[src/rtl/ti_packet_parser.sv]
// NoC packet parser: target, size, HEADER_SIZE service-header flits, then a payload stream.
// Optional macro TI_SERVICE_FILTER_EN drops packets whose service word is unknown and counts them.
module ti_packet_parser #(
    parameter int unsigned FLIT_SIZE   = 32,
    parameter int unsigned HEADER_SIZE = 13
) (
    input  logic                              clk_i,
    input  logic                              rst_i,
    input  logic                              rx_i,
    input  logic [FLIT_SIZE-1:0]              data_i,
    output logic                              credit_o,
    output logic                              hdr_valid_o,
    input  logic                              hdr_ack_i,
    output logic [HEADER_SIZE*FLIT_SIZE-1:0]  hdr_o,
    output logic [FLIT_SIZE-1:0]              service_o,
    output logic                              known_o,
    output logic                              payload_valid_o,
    output logic                              payload_last_o,
    output logic [FLIT_SIZE-1:0]              payload_data_o,
    input  logic                              payload_ready_i,
    output logic                              err_o
`ifdef TI_SERVICE_FILTER_EN
    ,
    output logic [15:0]                       drop_count_o
`endif
);

    localparam int unsigned IDX_W = (HEADER_SIZE > 1) ? $clog2(HEADER_SIZE) : 1;

    typedef enum logic [2:0] {
        S_IDLE,
        S_SIZE,
        S_HEADER,
        S_HDR_WAIT,
        S_PAYLOAD,
        S_DROP
    } state_t;

    state_t                                 state_q;
    logic [FLIT_SIZE-1:0]                   remaining_q;
    logic [IDX_W-1:0]                       hdr_idx_q;
    logic [HEADER_SIZE-1:0][FLIT_SIZE-1:0]  hdr_q;
    logic                                   err_q;
    logic                                   accept_c;

    function automatic logic is_known(input logic [FLIT_SIZE-1:0] w);
        case (w)
            FLIT_SIZE'(32'h00), FLIT_SIZE'(32'h01), FLIT_SIZE'(32'h10), FLIT_SIZE'(32'h26),
            FLIT_SIZE'(32'h31), FLIT_SIZE'(32'h34), FLIT_SIZE'(32'h40): return 1'b1;
            default: return 1'b0;
        endcase
    endfunction

    // Flow control and state-decoded outputs; all forced low while reset is held
    always_comb begin
        credit_o = 1'b0;
        if (!rst_i) begin
            case (state_q)
                S_HDR_WAIT: credit_o = 1'b0;
                S_PAYLOAD:  credit_o = payload_ready_i;
                default:    credit_o = 1'b1;
            endcase
        end
    end

    assign accept_c        = rx_i && credit_o;
    assign hdr_valid_o     = !rst_i && (state_q == S_HDR_WAIT);
    assign payload_valid_o = !rst_i && (state_q == S_PAYLOAD) && rx_i;
    assign payload_last_o  = !rst_i && (state_q == S_PAYLOAD) && (remaining_q == FLIT_SIZE'(1));
    assign payload_data_o  = data_i;
    assign err_o           = err_q && !rst_i;
    assign hdr_o           = hdr_q;
    assign service_o       = hdr_q[0];
    assign known_o         = is_known(service_o);

`ifdef TI_SERVICE_FILTER_EN
    logic [15:0]          drop_count_q;
    logic [FLIT_SIZE-1:0] last_svc_c;

    // Word 0 may still be on data_i when the header is a single flit
    assign last_svc_c   = (hdr_idx_q == '0) ? data_i : hdr_q[0];
    assign drop_count_o = drop_count_q;
`endif

    always_ff @(posedge clk_i) begin
        if (rst_i) begin
            state_q      <= S_IDLE;
            remaining_q  <= '0;
            hdr_idx_q    <= '0;
            hdr_q        <= '0;
            err_q        <= 1'b0;
`ifdef TI_SERVICE_FILTER_EN
            drop_count_q <= '0;
`endif
        end else begin
            err_q <= 1'b0;
            case (state_q)
                S_IDLE: begin
                    if (accept_c) state_q <= S_SIZE;
                end
                S_SIZE: begin
                    if (accept_c) begin
                        remaining_q <= data_i;
                        hdr_idx_q   <= '0;
                        if (data_i == '0) begin
                            err_q   <= 1'b1;
                            state_q <= S_IDLE;
                        end else if (data_i < FLIT_SIZE'(HEADER_SIZE)) begin
                            err_q   <= 1'b1;
                            state_q <= S_DROP;
                        end else begin
                            state_q <= S_HEADER;
                        end
                    end
                end
                S_HEADER: begin
                    if (accept_c) begin
                        hdr_q[hdr_idx_q] <= data_i;
                        remaining_q      <= remaining_q - FLIT_SIZE'(1);
                        hdr_idx_q        <= hdr_idx_q + IDX_W'(1);
                        if (hdr_idx_q == IDX_W'(HEADER_SIZE - 1)) begin
`ifdef TI_SERVICE_FILTER_EN
                            if (!is_known(last_svc_c)) begin
                                err_q   <= 1'b1;
                                state_q <= (remaining_q == FLIT_SIZE'(1)) ? S_IDLE : S_DROP;
                                if (drop_count_q != '1) drop_count_q <= drop_count_q + 16'd1;
                            end else begin
                                state_q <= S_HDR_WAIT;
                            end
`else
                            state_q <= S_HDR_WAIT;
`endif
                        end
                    end
                end
                S_HDR_WAIT: begin
                    if (hdr_ack_i) state_q <= (remaining_q != '0) ? S_PAYLOAD : S_IDLE;
                end
                S_PAYLOAD, S_DROP: begin
                    if (accept_c) begin
                        remaining_q <= remaining_q - FLIT_SIZE'(1);
                        if (remaining_q == FLIT_SIZE'(1)) state_q <= S_IDLE;
                    end
                end
                default: state_q <= S_IDLE;
            endcase
        end
    end

endmodule

[config.mk]
export PLATFORM = sky130hd
export DESIGN_NAME = ti_packet_parser
export DESIGN_NICKNAME = d
export VERILOG_FILES = /design/src/rtl/ti_packet_parser.sv
export SDC_FILE = /design/constraint.sdc
export NUM_CORES = 1
export LEC_CHECK = 0
export BUFFER_PORTS_ARGS = -buffer_cell sky130_fd_sc_hd__buf_2
export CORE_MARGIN = 4
export CORE_UTILIZATION = 28
export DETAILED_ROUTE_END_ITERATION = 6
export PLACE_DENSITY_LB_ADDON = 0.08
export SETUP_SLACK_MARGIN = 0.3
export SYNTH_ARGS = -nofsm -noshare
export SYNTH_HDL_FRONTEND = slang
export SYNTH_SLANG_ARGS = --single-unit
[constraint.sdc]
create_clock -name clk_i -period 3.4 [get_ports clk_i]
set_input_delay 0.85 -clock clk_i [delete_from_list [all_inputs] [get_ports clk_i]]
set_output_delay 0.85 -clock clk_i [all_outputs]
set_load 0.02 [all_outputs]
==> results of run 1 <==
-- cell usage in the layout (no fill, tap or decap), types with 8 or more instances in the layout --
cell	n
and2_1	12
inv_1	13
nor2_1	31
o21ai_1	14
clkbuf_16	53
nand3_1	12
buf_4	75
dfxtp_1	450
a21oi_1	450
nor4_1	21
clkbuf_8	17
o21ai_0	15
buf_2	520
or4_1	9
nor3_1	17
nand4_1	12
nand2_1	872
clkinv_2	10
clkbuf_1	8
-- state kept, by name (all words and copies together) (netlist names) --
name / count
service_o: 32
remaining_q: 32
state_q: 3
hdr_idx_q: 4
err_q: 1
hdr_o: 384
-- path summary, 6_finish.rpt --
kind | startpoint | endpoint | slack, ns
max | remaining_q[6] | payload_last_o | 0.07
min | hdr_o[413] | hdr_o[413] | 0.45
max reg2reg | remaining_q[0] | remaining_q[22] | 0.62
min reg2reg | hdr_o[413] | hdr_o[413] | 0.45
-- cell type report --
class	instances	area (um^2)
clock inverter	19	249
sequential	456	9140
tap	846	1060
fill	6596	40200
inverter	13	48.8
clock buffer	78	1590
timing repair buffer	602	3290
multi-input combinational	1592	7430
-- through the flow --
| step | total power, mW | cell area [um^2] | setup WS [ns] | hold slack, ns | instances |
|---|---|---|---|---|---|
| after detailed placement | 6.23 | 20900 | 0.377 | 0.441 | 3504 |
| final | 12.2 | 22800 | 0.0660 | 0.448 | 3606 |
| after floorplan | 5.91 | 17800 | 0.564 | 0.455 | 2326 |
| after global routing | 12.6 | 22800 | 0.00378 | 0.469 | 3606 |
| after CTS | 12.3 | 22800 | 0.00563 | 0.449 | 3604 |
| after global placement | 6.23 | 20900 | 0.386 | 0.436 | 3504 |
-- power breakdown --
group	switching [mW]	total (mW)	internal (mW)
Combinational	0.558	0.756	0.198
Clock	2.40	6.01	3.61
Sequential	0.0261	5.39	5.36
Total	2.99	12.2	9.17
-- what timing repair did --
| action | 4_1_cts | 5_1_grt |
|---|---|---|
| hold endpoints to repair | 0 | 0 |
| gates resized for setup | 15 | 5 |
| hold buffers | 0 | 0 |
| buffers inserted | 3 | 2 |
| pin swaps | 4 | 4 |
| endpoints found under the setup margin | 2 | 1 |
-- per-layer routing --
layer  wire, um  share of wire  vias to the layer above
li1           -              -                     8380
met1      34100           0.41                     8506
met2      39900           0.48                      595
met3       7240          0.088                       93
met4       1420          0.017                        0
met5          0              0                        -
-- cells by family after synthesis --
family                   Yosys count  share of synthesized area
AO/OA/AOI/OAI                    539                      0.162
buffers and inverters            278                     0.0740
XOR/XNOR                           2                   0.000984
adder cells (fa/ha/maj)            8                    0.00548
flip-flops                       456                      0.513
multiplexers                       4                    0.00225
AND/OR/NAND/NOR                 1039                      0.242
-- worst register-to-register path, cell delays in order (launching register included) --
cell and delay (ns):
dfxtp_1 0.35, inv_1 0.11, ha_1 0.23, or4b_1 0.67, or4_1 0.61, or4_1 0.46, nand3_1 0.10, a21oi_1 0.09
==> results.sh, run 1 <==
export IMPL_status="finished, violations left"
export IMPL_violations="design-rule violations"
export IMPL_ys_warn_count=0
export IMPL_synth_common_cells="nand2_1 (874), dfxtp_1 (456), a21oi_1 (450)"
export IMPL_timing_max_slew_rel_slack=0.0608
export IMPL_synth_nets=2370
export IMPL_via_per_inst=4.87
export IMPL_crit_required_ns=2.55
export IMPL_layout_nets=2762
export IMPL_rows=92
export IMPL_yosys_top_cells_area="dfxtp_1 (51%), nand2_1 (18%), a21oi_1 (13%)"
export IMPL_cts_root_buf="clkbuf_16"
export IMPL_clock_skew_ns=0.0197
export IMPL_ant_nets=0
export IMPL_globalplace_congestion=0.811
export IMPL_setup_violations=0
export IMPL_rsz0062_at_grt="yes"
export IMPL_cts_buffers_inserted=53
export IMPL_htree_levels=2
export IMPL_die_x_um=260
export IMPL_grt_max_degree=216
export IMPL_cap_violations=0
export IMPL_synth_edf_count=0
export IMPL_grt_pass1_vias=16600
export IMPL_yosys_area_top_type_share=0.513
export IMPL_final_core_util=0.362
export IMPL_cp_cell_sequence="or3_4, or4_4, nor4b_4, and4_1, buf_6"
export IMPL_hold_viol_final=0
export IMPL_synth_seq_cells=456
export IMPL_grt_first_pass_wirelength_um=118000
export IMPL_p_leak_nw=9.31
export IMPL_area_delta_synth_final_pct=28.1
export IMPL_tns_ns=0
export IMPL_maxSlewViolCount=0
export IMPL_coreArea_um2=63000
export IMPL_ios=523
export IMPL_whs_path_depth=2
export IMPL_dieHeight_um=260
export IMPL_fmax_ghz=0.300
export IMPL_hpwl_um=55100
export IMPL_cp_max_fo=4
export IMPL_max_stage_delay_ns=0.55
export IMPL_crit_buf_inv=1
export IMPL_use_met1=0.291
export IMPL_period_needed_ns=3.33
export IMPL_clk_latency_ns=0.61
export IMPL_synth_area_um2=17800
export IMPL_ys_seq_area_frac=0.513
export IMPL_crit_family="simple AND/OR/NAND/NOR gates"
export IMPL_use_met2=0.397
export IMPL_crit_type="reg -> out"
export IMPL_drc=12
export IMPL_synth_most_common_cell="nand2_1"
export IMPL_cts_tree="yes"
export IMPL_wire_per_inst_um=22.9
export IMPL_top_usage_layer="met2"
export IMPL_syn_area_per_cell_um2=7.66
export IMPL_cts_buffer_depth=3
export IMPL_arrival_ns=2.48
export IMPL_synth_async_reset_ratio=0
export IMPL_hold_path_class="reg -> reg"
export IMPL_syn_inst=2326
export IMPL_crit_cells=5
export IMPL_cellPowerDensity_nw_per_um2=533
export IMPL_ir_drop_mv=0.322
export IMPL_vias=17600
export IMPL_synth_ff_type="dfxtp_1"
export IMPL_clkTransAtPathRegs_ns=0.06
export IMPL_antenna_found_initial=2
export IMPL_synth_top_area_cell="dfxtp_1"
export IMPL_n_antenna_cell=0
export IMPL_r2r_cells=7
export IMPL_die_area_um2=67700
export IMPL_clock_sinks=456
export IMPL_crit_path_end_kind="output pin"
export IMPL_drtIter0Drc=1237
export IMPL_ys_types=65
export IMPL_dr_pass1_iters=7
export IMPL_worst_pin_slew_ns=1.41
export IMPL_port_buffers=522
export IMPL_worstSetupStartpointType="flop"
export IMPL_start_util=0.283
export IMPL_grtUsageMet3=0.0760
export IMPL_drive_above_1_share=0.262
export IMPL_cp_slowest_cell="or4_4"
export IMPL_grt_overflow=0
export IMPL_wl_um=82600
export IMPL_finalCritPeriodShare=0.981
export IMPL_track_usage=0.233
No activity file was read; power rests on OpenSTA's default activity.
==> run 2, diff against run 1 <==
==> constraint.sdc (replaced) <==
create_clock -name clk_i -period 3.7 [get_ports clk_i]
set_input_delay 0.925 -clock clk_i [delete_from_list [all_inputs] [get_ports clk_i]]
set_output_delay 0.925 -clock clk_i [all_outputs]
set_load 0.02 [all_outputs]
==> results.sh, run 2 (synthesized netlist as in run 1, its figures left out) <==
export IMPL_die_area_um2=67700
export IMPL_largest_reg_flops=384
export IMPL_cts_buffers_inserted=53
export IMPL_cellPowerDensity_nw_per_um2=476
export IMPL_top_usage_layer="met2"
export IMPL_clock_sinks=456
export IMPL_max_stage_delay_ns=0.57
export IMPL_regArea_um2=9130
export IMPL_cp_slowest_cell="or4_4"
export IMPL_cts_buffer_depth=3
export IMPL_fmax_ghz=0.290
export IMPL_multi_input_area_um2=7430
export IMPL_crit_required_ns=2.77
export IMPL_worst_pin_slew_ns=1.04
export IMPL_via_per_inst=4.93
export IMPL_clk_latency_ns=0.60
export IMPL_tns_ns=0
export IMPL_p_leak_nw=9.17
export IMPL_cts_tree="yes"
export IMPL_final_core_util=0.358
export IMPL_dr_pass1_iters=5
export IMPL_clkTransAtPathRegs_ns=0.06
export IMPL_crit_type="reg -> out"
export IMPL_cap_violations=0
export IMPL_period_needed_ns=3.44
export IMPL_hold_path_class="reg -> reg"
export IMPL_ctsHoldBuffers=0
export IMPL_wire_per_inst_um=23.0
export IMPL_coreArea_um2=63000
export IMPL_track_usage=0.231
export IMPL_grt_overflow=0
export IMPL_hold_viol_final=0
export IMPL_vias=17700
export IMPL_timing_max_slew_rel_slack=0.309
export IMPL_rsz0062_at_grt="yes"
export IMPL_grt_max_degree=175
export IMPL_worstSetupStartpointType="flop"
export IMPL_hpwl_um=55400
export IMPL_ant_nets=0
export IMPL_drc=0
export IMPL_cp_cell_sequence="or3_4, or4_4, nor4b_4, and4_1, buf_6"
export IMPL_dieHeight_um=260
export IMPL_globalplace_congestion=0.812
export IMPL_maxSlewViolCount=0
export IMPL_layout_nets=2756
export IMPL_use_met2=0.388
export IMPL_die_x_um=260
export IMPL_ios=523
export IMPL_htree_levels=2
export IMPL_cts_root_buf="clkbuf_16"
export IMPL_post_place_ws_ns=0.586
export IMPL_drive_above_1_share=0.256
export IMPL_grt_first_pass_wirelength_um=117000
export IMPL_clock_skew_ns=0.0253
export IMPL_n_antenna_cell=0
export IMPL_start_util=0.283
export IMPL_grtUsageMet3=0.0735
export IMPL_grt_pass1_vias=16500
export IMPL_finalCritPeriodShare=0.930
export IMPL_setup_violations=0
export IMPL_antenna_found_initial=2
export IMPL_status="finished, final reports clean"
export IMPL_port_buffers=522
export IMPL_use_met1=0.288
export IMPL_arrival_ns=2.52
export IMPL_cp_max_fo=5
export IMPL_mostFrequentLayoutCells="nand2_1 (872), buf_2 (520), dfxtp_1 (453)"
export IMPL_hold_slack_ns=0.447
export IMPL_fin_ws_ns=0.258
export IMPL_area_delta_synth_final_pct=26.6
export IMPL_fillers=6704
export IMPL_wl_um=82700
export IMPL_crit_path_end_kind="output pin"
export IMPL_total_power_mw=10.7
export IMPL_final_common_cell="nand2_1"
export IMPL_drtIter0Drc=1312
export IMPL_ir_drop_mv=0.311
export IMPL_rows=92
[run 2: cell types whose count changed in the layout (fill, tap and decap cells not counted), moves of 2 or more]
cell and change:
buf_12 -2, dfxtp_4 -2, clkinvlp_4 +3, clkinv_8 -2, clkbuf_1 +2, dfxtp_1 +3
clkbuf_8 -5, bufinv_16 -4, buf_4 -4
[run 2: final timing paths]
| check | start | end | depth (start not counted) | slack, ns |
|---|---|---|---|---|
| min | hdr_o[404] | hdr_o[404] | 2 | 0.45 |
| max | remaining_q[21] | payload_last_o | 5 | 0.26 |
| max reg2reg | state_q[1] | remaining_q[6] | 6 | 0.65 |
| min reg2reg | hdr_o[404] | hdr_o[404] | 2 | 0.45 |
[run 2: critical path, delay by kind of cell (launching register included)]
| kind | cells | cell delay (ns) |
|---|---|---|
| simple gates | 4 | 1.45 |
| flops | 1 | 0.34 |
| buf+inv | 1 | 0.13 |
[run 2: through the flow]
stage          instance area [um^2]  cells
6_report                      22500   3594
5_1_grt                       22500   3594
4_1_cts                       22500   3594
3_5_place_dp                  20800   3499
3_3_place_gp                  20800   3499
2_1_floorplan                 17800   2326
[run 2: what timing repair did]
| action | CTS | global route |
|---|---|---|
| gates resized for setup | 10 | 4 |
| setup buffers | 4 | 0 |
| pin swaps | 5 | 3 |
| setup endpoints to repair | 2 | 1 |
[run 2: power by group]
group,switching (mW),leakage (nW),internal [mW],total (mW)
clock network,2.15,0.810,2.92,5.07
logic,0.521,4.69,0.181,0.703
registers,0.0197,3.67,4.93,4.95
total,2.69,9.17,8.03,10.7
[run 2: metal layers]
layer  wire, um  part of all wire  up-vias
met2      39300              0.47      680
met1      34100              0.41     8550
li1           -                 -     8368
met4       2120             0.026        0
met3       7220             0.087      112
met5          0                 0        -
[run 2: layout make-up]
cell class / count / area share
flip-flops and latches: 456 / 0.405
inverters: 13 / 0.00216
repair buffers: 596 / 0.143
well taps: 846 / 0.0470
clock buffers: 75 / 0.0678
clock inverters: 16 / 0.00544
multi-input cells: 1592 / 0.330
